$ cat src/rtl/snake_pkg.sv
// Shared direction codes, direction type and FSM state type for the snake head stepper.
// Latency: n/a (types and pure helper functions only).
// Backpressure: n/a.
package snake_pkg;

  typedef logic [2:0] dir_t;

  localparam dir_t DIR_NONE    = 3'b000;
  localparam dir_t DIR_UP      = 3'b001;
  localparam dir_t DIR_DOWN    = 3'b010;
  localparam dir_t DIR_LEFT    = 3'b011;
  localparam dir_t DIR_RIGHT   = 3'b100;
  localparam dir_t DIR_RESTART = 3'b111;

  typedef enum logic [1:0] {
    IDLE = 2'd0,
    RUN  = 2'd1,
    DEAD = 2'd2
  } state_t;

  // True for the four movement codes.
  function automatic logic is_move(dir_t d);
    return (d >= DIR_UP) && (d <= DIR_RIGHT);
  endfunction

  // Reverse direction; DIR_NONE for anything that is not a movement code.
  function automatic dir_t opposite(dir_t d);
    case (d)
      DIR_UP:    return DIR_DOWN;
      DIR_DOWN:  return DIR_UP;
      DIR_LEFT:  return DIR_RIGHT;
      DIR_RIGHT: return DIR_LEFT;
      default:   return DIR_NONE;
    endcase
  endfunction

endpackage

$ cat src/rtl/step_ticker.sv
// Movement tick divider: counts 0..TICK_DIV-1 and flags the terminal count.
// Latency: terminal is combinational from the count register, asserted once per TICK_DIV unheld clocks.
// Backpressure: hold freezes the count and masks terminal; clear forces the count to 0 and masks terminal.
// Ports: clk, rst_n (async active-low), clear, hold -> terminal.
module step_ticker #(
  parameter  int TICK_DIV = 25_000_000,
  localparam int CW       = $clog2(TICK_DIV)
) (
  input  logic clk,
  input  logic rst_n,
  input  logic clear,
  input  logic hold,
  output logic terminal
);

  localparam logic [CW-1:0] LAST = CW'(TICK_DIV - 1);

  logic [CW-1:0] cnt;

  assign terminal = !clear && !hold && (cnt == LAST);

  always_ff @(posedge clk or negedge rst_n) begin
    if (!rst_n) begin
      cnt <= '0;
    end else if (clear) begin
      cnt <= '0;
    end else if (!hold) begin
      cnt <= (cnt == LAST) ? '0 : cnt + CW'(1);
    end
  end

endmodule

$ cat src/rtl/snake_head_stepper.sv
// Snake head stepper: moves the head one grid cell every TICK_DIV clocks in the last accepted direction.
// Latency: head/step update TICK_DIV clocks after RUN entry or the previous step; restart takes effect on the next edge.
// Backpressure: none; pause freezes the tick counter but direction sampling and restart continue.
// Ports: clk, rst_n, dir_in[2:0], pause -> head_x, head_y, dir_cur[2:0], step, dead.
// Build option: define SNAKE_WRAP_EN to wrap the head around grid edges instead of dying on them.
module snake_head_stepper
  import snake_pkg::*;
#(
  parameter  int GRID_W   = 40,
  parameter  int GRID_H   = 30,
  parameter  int TICK_DIV = 25_000_000,
  localparam int XW       = $clog2(GRID_W),
  localparam int YW       = $clog2(GRID_H)
) (
  input  logic          clk,
  input  logic          rst_n,
  input  logic [2:0]    dir_in,
  input  logic          pause,
  output logic [XW-1:0] head_x,
  output logic [YW-1:0] head_y,
  output logic [2:0]    dir_cur,
  output logic          step,
  output logic          dead
);

  localparam logic [XW-1:0] X_MID = XW'(GRID_W / 2);
  localparam logic [YW-1:0] Y_MID = YW'(GRID_H / 2);
  localparam logic [XW-1:0] X_MAX = XW'(GRID_W - 1);
  localparam logic [YW-1:0] Y_MAX = YW'(GRID_H - 1);

  state_t        state;
  dir_t          pending;
  logic          term;
  logic          accept;
  dir_t          nd;
  logic [XW-1:0] nx;
  logic [YW-1:0] ny;
  logic          wall;

  // Counter only runs in RUN; a restart code clears it so a coincident terminal never fires.
  step_ticker #(.TICK_DIV(TICK_DIV)) u_ticker (
    .clk      (clk),
    .rst_n    (rst_n),
    .clear    ((state != RUN) || (dir_in == DIR_RESTART)),
    .hold     (pause),
    .terminal (term)
  );

  // Opposite is judged against the applied direction, so a U-turn cannot sneak in
  // via an intermediate pending code. A code accepted in the terminal cycle counts.
  always_comb begin
    accept = is_move(dir_in) && (dir_in != opposite(dir_cur));
    nd     = accept ? dir_in : pending;
    nx     = head_x;
    ny     = head_y;
    wall   = 1'b0;
    case (nd)
      DIR_UP: begin
        if (head_y == '0) begin
`ifdef SNAKE_WRAP_EN
          ny = Y_MAX;
`else
          wall = 1'b1;
`endif
        end else begin
          ny = head_y - YW'(1);
        end
      end
      DIR_DOWN: begin
        if (head_y == Y_MAX) begin
`ifdef SNAKE_WRAP_EN
          ny = '0;
`else
          wall = 1'b1;
`endif
        end else begin
          ny = head_y + YW'(1);
        end
      end
      DIR_LEFT: begin
        if (head_x == '0) begin
`ifdef SNAKE_WRAP_EN
          nx = X_MAX;
`else
          wall = 1'b1;
`endif
        end else begin
          nx = head_x - XW'(1);
        end
      end
      DIR_RIGHT: begin
        if (head_x == X_MAX) begin
`ifdef SNAKE_WRAP_EN
          nx = '0;
`else
          wall = 1'b1;
`endif
        end else begin
          nx = head_x + XW'(1);
        end
      end
      default: ;
    endcase
  end

  always_ff @(posedge clk or negedge rst_n) begin
    if (!rst_n) begin
      state   <= IDLE;
      head_x  <= X_MID;
      head_y  <= Y_MID;
      dir_cur <= DIR_NONE;
      pending <= DIR_NONE;
      step    <= 1'b0;
      dead    <= 1'b0;
    end else begin
      step <= 1'b0;
      if (dir_in == DIR_RESTART) begin
        state   <= IDLE;
        head_x  <= X_MID;
        head_y  <= Y_MID;
        dir_cur <= DIR_NONE;
        pending <= DIR_NONE;
        dead    <= 1'b0;
      end else begin
        case (state)
          IDLE: begin
            if (is_move(dir_in)) begin
              dir_cur <= dir_in;
              pending <= dir_in;
              state   <= RUN;
            end
          end
          RUN: begin
            if (term) begin
              dir_cur <= nd;
              pending <= nd;
              step    <= 1'b1;
              if (wall) begin
                // Head stays on the edge cell it tried to leave.
                dead  <= 1'b1;
                state <= DEAD;
              end else begin
                head_x <= nx;
                head_y <= ny;
              end
            end else if (accept) begin
              pending <= dir_in;
            end
          end
          DEAD:    ;
          default: state <= IDLE;
        endcase
      end
    end
  end

endmodule

$ cat config.mk
export PLATFORM = sky130hd
export DESIGN_NAME = snake_head_stepper
export DESIGN_NICKNAME = d
export VERILOG_FILES = /design/src/rtl/snake_pkg.sv /design/src/rtl/step_ticker.sv /design/src/rtl/snake_head_stepper.sv
export SDC_FILE = /design/constraint.sdc
export NUM_CORES = 1
export LEC_CHECK = 0
export ABC_AREA = 1
export CORE_MARGIN = 2
export CORE_UTILIZATION = 50
export DETAILED_ROUTE_END_ITERATION = 8
export HOLD_SLACK_MARGIN = 0.15
export PLACE_DENSITY = 0.78
export SYNTH_ARGS = -nofsm -noshare
export SYNTH_HDL_FRONTEND = slang
export SYNTH_SLANG_ARGS = --single-unit
export TNS_END_PERCENT = 30
$ cat constraint.sdc
create_clock -name clk -period 7.9 [get_ports clk]
set_clock_uncertainty 0.15 [all_clocks]
set_input_delay 1.185 -clock clk [delete_from_list [all_inputs] [get_ports clk]]
set_output_delay 1.185 -clock clk [all_outputs]
set_load 0.01 [all_outputs]
---- Yosys cells after proc, flatten, opt, wreduce, memory -nomap -nowiden ----
Cells that the tools add are included.
storage, ports and cells
  latch bits .............................. 0
  logic and storage cells ................. 105
  memory bits (writable) .................. 0
  input bits .............................. 6
  memory bits (read-only) ................. 0
  memories ................................ 0
  output and inout port bits .............. 16
  bits in registers ....................... 46
operators by class
  bitwise operators ....................... 0
  multiply operators ...................... 0
  div/mod/pow operators ................... 0
  reduce and logical (&&, ||, !) cells .... 22
  magnitude comparators ................... 2
  add/subtract/negate cells ............... 5
  eq/ne operators ......................... 26
  muxes and demuxes ....................... 42
  shift operators ......................... 0
operator list
  cell                                                                     number
  25-bit two-way mux                                                       3
  6-bit two-way mux                                                        6
  5-bit two-way mux                                                        6
  25-bit by 1-bit adder with 25-bit output, second input constant          1
  25-bit equality test, second input constant                              1
  3-bit inequality test, second input constant                             7
  3-bit two-way mux                                                        5
  3-bit by 2-bit equality test with 1-bit output, second input constant    4
  3-bit one-hot mux with 2 select lines                                    2
  3-bit one-hot mux with 4 select lines                                    1
  6-bit one-hot mux with 2 select lines                                    1
  6-bit AND reduction                                                      2
  1-bit two-way mux                                                        11
  5-bit one-hot mux with 2 select lines                                    1
  3-bit equality test, second input constant                               3
  3-bit nonzero test                                                       3
  2-bit two-way mux                                                        4
  6-bit by 1-bit adder with 6-bit output, second input constant            1
  3-bit by 1-bit equality test with 1-bit output, second input constant    2
  6-bit equality test, second input constant                               1
  6-bit logical NOT                                                        1
  2-bit by 1-bit inequality test with 1-bit output, second input constant  3
  2-bit one-hot mux with 3 select lines                                    1
  3-bit AND reduction                                                      2
  19 further kinds                                                         25

---- Depth between registers and ports, before layout ----
Gate-level depths: netlist of run 1.
  depth in word-level cells ............... 11
  depth in mapped cells ................... 22
  depth with buffers taken out ............ 22

---- Hierarchy ----
Synthesis of run 1 repeated with hierarchy kept, for this count alone.
unflattened totals
  cell total of the unflattened synthesis .. 496
  area total of the unflattened synthesis .. 3674.8 sq um
modules (own cells, without submodules)
  module              sequential area each (sq um)  times used  area each (sq um)  cells an instance
  snake_head_stepper  533.0                         1           1988.2             265
  step_ticker         625.6                         1           1686.6             231

---- Worst setup path before layout of run 1 ----
OpenSTA, ideal clock, no wires.
  kind .................................... input port to flip-flop
  from .................................... in dir_in[1]
  to ...................................... reg head_x[5]
  data required time ...................... 7.632 ns
  slack ................................... 4.282 ns
  buffers on the path ..................... 0
  arrival time ............................ 3.350 ns
  stages .................................. 17
  setup time .............................. 0.118 ns
  cells stage by stage .................... nor2_4 xor2_2 nand3_1 nand2_4 nand3_4 ha_1 nand3_1 nand3_1 a21oi_1 o21bai_1 or2_2 nand2_1 inv_1 nand2_1 a21oi_1 nand4_1 nand2_1
on the way
  word-level cells in the longest chain between the ends .. 10
  elaborated cells on any way between the ends .. 28
  classes of those cells .................. order compare (2); eq/ne (9); mux (7); reduce/logical (10)
RTL lines
  what                                                                                                     line                       text
  from (decl)                                                                                              snake_head_stepper.sv:17   input logic [2:0] dir_in,
  3-bit by 1-bit >= comparator with 1-bit output / 3-bit less-or-equal comparator (equally long branches)  snake_pkg.sv:23            return (d >= DIR_UP) && (d <= DIR_RIGHT);
  1-bit logical AND                                                                                        snake_pkg.sv:23
  1-bit logical AND                                                                                        snake_head_stepper.sv:52   accept = is_move(dir_in) && (dir_in != opposite(dir_cur));
  3-bit two-way mux                                                                                        -
  3-bit equality test / 3-bit by 2-bit equality test with 1-bit output (equally long branches)             snake_head_stepper.sv:57   case (nd)
  6-bit one-hot mux with 2 select lines                                                                    snake_head_stepper.sv:57
  6-bit two-way mux                                                                                        snake_head_stepper.sv:138  if (wall) begin
  6-bit two-way mux                                                                                        snake_head_stepper.sv:134  if (term) begin
  6-bit two-way mux                                                                                        snake_head_stepper.sv:125  case (state)
  6-bit two-way mux                                                                                        snake_head_stepper.sv:117  if (dir_in == DIR_RESTART) begin
  to (signal assigned)                                                                                     snake_head_stepper.sv:143  head_x <= nx;
  to (decl)                                                                                                snake_head_stepper.sv:19   output logic [XW-1:0] head_x,
Parallel ways exist; a longest one is shown, timed or not. The select of a mux whose other input is x is not followed.
A chain may end at the register's enable or synchronous reset.

---- Worst setup path after layout of run 1 ----
Same ends and word-level chain as after synthesis.

==> results.yml, run 1 <==
sta:
  min_period_over_period_pct: 52.70
  rsz0062_at_grt: "false"
  finalSetupViolCount: 0
  fmax_ghz: 0.2402
  report.final.slew_viol_count: 0
  tns_ps: 0
  final_hold_viol_count: 0
  max_slew.worst_pin.slew_ps: 1026
  min_period_ps: 4163
  max_slew_margin_pct: 31.62
cells_and_area:
  drive_above_1_share_pct: 12.32
  fillers: 578
  multiInputGateArea_mm2: 0.001891
  fin_nets: 494
  diodes: 0
  seq_area_mm2: 0.001159
  mostFrequentLayoutCell: "nand2_1"
  area_growth_pct: 10.74
  most-common-layout-cells: "99 x nand2_1, 54 x inv_1, 41 x nand3_1"
placement:
  dp_hpwl_um: 5329
  place.port_buffers: 21
  place.gp.congestion: 0.8455
pwr:
  p_comb_share_pct: 51.7
  ir_drop_v: 0.0001660
  p_total_w: 0.0009906
  seq_power_share_pct: 32.7
  switching_share_pct: 44.68
  p_sw_w: 0.0004426
  intPower_w: 0.0005480
  clkPwrFrac_pct: 15.6
  p_per_area_mw_per_mm2: 268.5
  p_leak_nw: 1.629
cts:
  post-cts-setup-buffer-count: 0
  hold_buffers: 0
  cts-buffers-inserted: 5
  clkSlewWorstSetupHoldPaths_ps: 100
  clk_latency_ps: 310
  cts_tree: "done"
  cts.sinks: 46
  cts_root_buffer: "clkbuf_8"
  post_cts_resized: 0
  cts_max_path_buffers: 2
  htree_levels: 2
synth:
  yosysSeqAreaShare_pct: 34.77
  syn_inst: 457
  synth_ff_type: "dfrtp_1"
  synthTopCellsByArea: "dfrtp_1 30%, nand2_1 11%, nand3_1 6.2%"
  netlist-cell-type-count: 44
  synthArstFlopShare_pct: 100.0
  syn_nets: 473
  ys_seq_elements: 46
  yosys.area.top_type: "dfrtp_1"
  synth_area_mm2: 0.003332
  syn_area_per_cell_um2: 7.291
  synth_edf_count: 0
  netlist.area_leader.share_pct: 30.04
  yosysWarnings: 0
min_path:
  hp-class: "reg2reg"
route:
  drt_iter0_markers: 124
  ant_nets: 0
  vias: 3090
  avgViaCountPerCell: 5.558
  routed_wl_um: 7317
  remaining_drc_errors: 0
  routedWlPerCell_um: 13.16
  dr.pass1.iters: 4
global_route:
  grt_pass1_wl_um: 12610
  grt_max_degree: 47
  antenna_found_initial: 0
  grt_pass1_vias: 2916
  grt-ovfl-total: 0
  grtUsageTotal_pct: 21.00
worst_setup_path:
  critical_path_arrival_ps: 4230
  reg2reg_slack_ps: 4670
  crit_required_ps: 7960
  worst_path_max_delay_cell: "clkdlybuf4s50_1"
  path_class: "in2reg"
  end_kind: "flip-flop"
  crit_chain: "clkdlybuf4s50_1 -> nor2_4 -> xor2_2 -> nand3_1 -> nand2_4 -> nand3_4 -> ha_1 -> nand3_1 -> nand3_1 -> a21oi_1 -> o21bai_1 -> or2_2 -> nand2_1 -> inv_1 -> nand2_1 -> a21oi_1 -> nand4_1 -> nand2_1"
  max_stage_delay_ps: 540
  cp-start-kind: "input pin"
  path_max_fanout: 10
floorplan:
  core_area_mm2: 0.006386
  fp.dieW_um: 85.63
  initial_core_util_pct: 52.17
  ios: 22
  die_area_mm2: 0.007333
  die_y_um: 85.63
  rows: 29
job:
  cap_violations: 0
outcome:
  status: "completed"
worst paths after layout:
kind | startpoint | to | depth (start not counted)
setup / recovery | dir_in[1] | head_x[5]$_DFFE_PN0P_ | 18
hold / removal | dead$_DFFE_PN0P_ | dead$_DFFE_PN0P_ | 2
setup reg to reg | dir_cur[2]$_DFFE_PN0P_ | head_x[5]$_DFFE_PN0P_ | 22
hold reg to reg | dead$_DFFE_PN0P_ | dead$_DFFE_PN0P_ | 2
max in group asynchronous | rst_n | pending[0]$_DFFE_PN0P_ | 1
min in group asynchronous | rst_n | head_x[0]$_DFFE_PN0P_ | 1
synth_stat cells (3+ instances only):
cell type,count
a21oi_1,17
buf_2,4
dfrtp_1,40
dfstp_2,6
ha_1,8
inv_1,54
inv_2,10
nand2_1,99
nand2_2,9
nand2_4,3
nand3_1,41
nand3_4,3
nand4_1,24
nor2_1,37
nor2_2,7
nor3_1,8
nor4_1,8
o21ai_0,19
o21ai_1,8
o22ai_1,12
or2_2,3
xor2_1,9
sequential cells by signal (all words and copies together) (netlist names):
signal / flops
state: 2
dead: 1
head_x: 6
u_ticker.cnt: 25
head_y: 5
step: 1
dir_cur: 3
pending: 3
cell families after synthesis:
kind of cell | Yosys count | share of synthesized area [%]
simple gates | 251 | 37.70
buf+inv | 72 | 8.487
compound gates | 66 | 11.45
flops | 46 | 34.77
xor+xnor | 12 | 3.380
fa+ha+maj | 10 | 4.206
power groups by stage:
stage,sequential [W],clock (W),combinational (W)
6_report,0.000324,0.000155,0.000512
5_1_grt,0.000330,0.000167,0.000583
4_1_cts,0.000323,0.000159,0.000512
3_5_place_dp,0.000328,0,0.000508
3_3_place_gp,0.000327,0,0.000499
2_1_floorplan,0.000331,0,0.000374
layout make-up:
cell class	instances	area share [%]
well taps	77	2.611
multi-input cells	339	51.24
inverters	64	6.511
clock inverters	1	0.1356
repair buffers	22	5.765
flip-flops and latches	46	31.40
clock buffers	7	2.340
worst max-delay path: cells and delay by family:
kind | cells | cell delay [ps]
AND/OR/NAND/NOR | 11 | 1410
XOR/XNOR | 1 | 350
adder cells (fa/ha/maj) | 1 | 360
buffers and inverters | 2 | 580
AO/OA/AOI/OAI | 3 | 310
metal layers:
layer	GRT usage [%]	vias to the layer above	part of all wire, %
met5	0	-	0
met4	7.648	0	1.7
met2	36.58	55	49
met1	26.71	1447	46
li1	-	1572	-
met3	2.695	16	2.9
metrics by stage:
stage	worst slack [ps]	utilization [%]	instance area [µm²]	std cells	hold WS, ps
6_report	3737	57.78	3690	556	366.6
5_1_grt	3454	57.78	3690	556	388.3
4_1_cts	3763	57.78	3690	556	365.8
3_5_place_dp	3441	56.35	3598	548	340.8
3_3_place_gp	3509	56.35	3598	548	341.1
2_1_floorplan	4282	-	3332	457	324.3
Note: power is estimated with default switching activity, not from simulation.
==> inputs of run 2 (changes only) <==
==> constraint.sdc (replaced) <==
create_clock -name clk -period 4.2 [get_ports clk]
set_clock_uncertainty 0.15 [all_clocks]
set_input_delay 0.63 -clock clk [delete_from_list [all_inputs] [get_ports clk]]
set_output_delay 0.63 -clock clk [all_outputs]
set_load 0.01 [all_outputs]
==> run 2 against run 1 <==
  * Via count is 1.3% higher
  * Power is 89% higher
  * Design area is 0.51% higher
  * Core utilization is 0.29 points higher
  * Sequential share of layout area is 0.16 points lower
  * Hold slack worse by 25 ps
  * Clock power is 88% higher
  * Largest cell class unchanged
  * Highest routed layer unchanged
==> results.yml, run 2 (same netlist as run 1, synthesis figures left out) <==
pwr:
  switching_share_pct: 44.93
  p_leak_nw: 1.637
  seq_power_share_pct: 32.6
  p_total_w: 0.001876
  p_comb_share_pct: 51.8
  p_per_area_mw_per_mm2: 505.8
  intPower_w: 0.001033
  p_sw_w: 0.0008427
  ir_drop_v: 0.0003226
  clkPwrFrac_pct: 15.5
sta:
  finalSetupViolCount: 0
  report.final.slew_viol_count: 0
  min_period_ps: 3594
  rsz0062_at_grt: "false"
  final_hold_viol_count: 0
  tns_ps: 0
  max_slew.worst_pin.slew_ps: 1056
  max_slew_margin_pct: 29.60
  fmax_ghz: 0.2782
  min_period_over_period_pct: 85.58
placement:
  dp_cells: 550
  place.gp.congestion: 0.8632
  dp_hpwl_um: 5504
  place.port_buffers: 21
worst_setup_path:
  critical_path_arrival_ps: 3650
  crit_chain: "clkdlybuf4s50_1 -> nor2_4 -> xor2_2 -> nand3_1 -> nand2_4 -> nand3_4 -> ha_1 -> nand3_1 -> nand3_1 -> a21oi_1 -> o21bai_1 -> or2_2 -> nand2_1 -> inv_1 -> nand2_1 -> a21oi_1 -> nand4_1 -> nand2_1"
  path_depth: 18
  cp_num_buf_inv: 2
  worstRegToRegCells: 22
  end_kind: "flip-flop"
  path_class: "in2reg"
  crit_required_ps: 4260
  cpLargestDelayFamily: "simple AND/OR/NAND/NOR gates"
  max_stage_delay_ps: 530
  worst_path_max_delay_cell: "clkdlybuf4s50_1"
  path_max_fanout: 10
  cp-start-kind: "input pin"
cells_and_area:
  fin_cells: 558
  diodes: 0
  drive_above_1_share_pct: 12.89
  reg.largest.list: "u_ticker.cnt: 25 flops, head_x: 6 flops, head_y: 5 flops"
  final_util_pct: 58.07
  max_flop_register: "u_ticker.cnt"
  area_growth_pct: 11.30
  most-common-layout-cells: "99 x nand2_1, 54 x inv_1, 41 x nand3_1"
  fillers: 602
  mostFrequentLayoutCell: "nand2_1"
  seq_area_mm2: 0.001159
  multiInputGateArea_mm2: 0.001891
  largest_register_ffs: 25
  fin_nets: 496
cts:
  cts_tree: "done"
  cts.sinks: 46
  hold_buffers: 0
  post-cts-setup-buffer-count: 0
  clk_latency_ps: 310
  clkSlewWorstSetupHoldPaths_ps: 90
  cts_max_path_buffers: 2
  htree_levels: 2
  post_cts_resized: 0
  cts-buffers-inserted: 5
  cts_root_buffer: "clkbuf_8"
floorplan:
  core_area_mm2: 0.006386
  fp.dieW_um: 85.63
  initial_core_util_pct: 52.17
  die_area_mm2: 0.007333
  ios: 22
  die_y_um: 85.63
  rows: 29
route:
  avgViaCountPerCell: 5.609
  routed_wl_um: 7539
  vias: 3130
  dr.pass1.iters: 4
  drt_iter0_markers: 215
  remaining_drc_errors: 0
  ant_nets: 0
  routedWlPerCell_um: 13.51
global_route:
  antenna_found_initial: 0
  grt_pass1_wl_um: 13720
  grtUsageTotal_pct: 22.69
  grt_pass1_vias: 2996
  grt_max_degree: 47
  grt-ovfl-total: 0
outcome:
  status: "completed"
min_path:
  hp-class: "in2async"
job:
  cap_violations: 0
[run 2: changes by cell type in the layout (fill, tap and decap cells not counted), sizes merged]
cell      previous run  this run
buf                  2         4
clkinvlp             0         1
clkbuf               7         6
[run 2: stage by stage]
step,area [µm²],setup slack [ps],hold WS [ps]
global placement,3613,424.1,328.3
detailed placement,3613,284.4,333.7
CTS,3709,625.8,357.9
finish,3709,605.8,341.5
floorplan,3332,1137,184.4
global route,3709,286.4,397.5
[run 2: area by class of cell]
type	instances	share of cell area [%]
inverter	64	6.478
clock inverter	2	0.3374
timing repair buffer	24	6.140
sequential	46	31.24
clock buffer	6	2.227
multi-input combinational	339	50.98
tap	77	2.598
[run 2: path summary, 6_finish.rpt]
| path | start | to | slack, ps |
|---|---|---|---|
| worst min-delay path | rst_n | head_x[0]$_DFFE_PN0P_ | 340 |
| worst min register to register | dead$_DFFE_PN0P_ | dead$_DFFE_PN0P_ | 350 |
| worst max register to register | dir_cur[2]$_DFFE_PN0P_ | head_x[5]$_DFFE_PN0P_ | 1000 |
| max in group asynchronous | rst_n | u_ticker.cnt[1]$_DFFE_PN0P_ | 2890 |
| min in group clk | dead$_DFFE_PN0P_ | dead$_DFFE_PN0P_ | 350 |
| worst max-delay path | dir_in[1] | head_x[5]$_DFFE_PN0P_ | 610 |
[run 2: power by group through the flow]
| stage | Combinational [W] | Sequential, W | Clock [W] |
|---|---|---|---|
| 5_1_grt | 0.00111 | 0.000626 | 0.000317 |
| 6_report | 0.000972 | 0.000612 | 0.000291 |
| 4_1_cts | 0.000974 | 0.000610 | 0.000303 |
| 3_3_place_gp | 0.000941 | 0.000616 | 0 |
| 3_5_place_dp | 0.000966 | 0.000619 | 0 |
| 2_1_floorplan | 0.000703 | 0.000622 | 0 |
[run 2: routing by layer]
layer	track usage (%)	wire length [µm]
met5	0	0
met4	7.215	130
met3	3.465	279
met2	37.50	3653
met1	30.75	3476
==> inputs of run 3 (changes only) <==
--- a/config.mk
+++ b/config.mk
@@ -8,6 +8,7 @@
 export ABC_AREA = 1
 export CORE_MARGIN = 2
 export CORE_UTILIZATION = 50
+export CTS_CLUSTER_SIZE = 12
 export DETAILED_ROUTE_END_ITERATION = 8
 export HOLD_SLACK_MARGIN = 0.15
 export PLACE_DENSITY = 0.78
==> results of run 3 <==
Same layout as run 2: the final DEF is identical, and so are final timing and power.
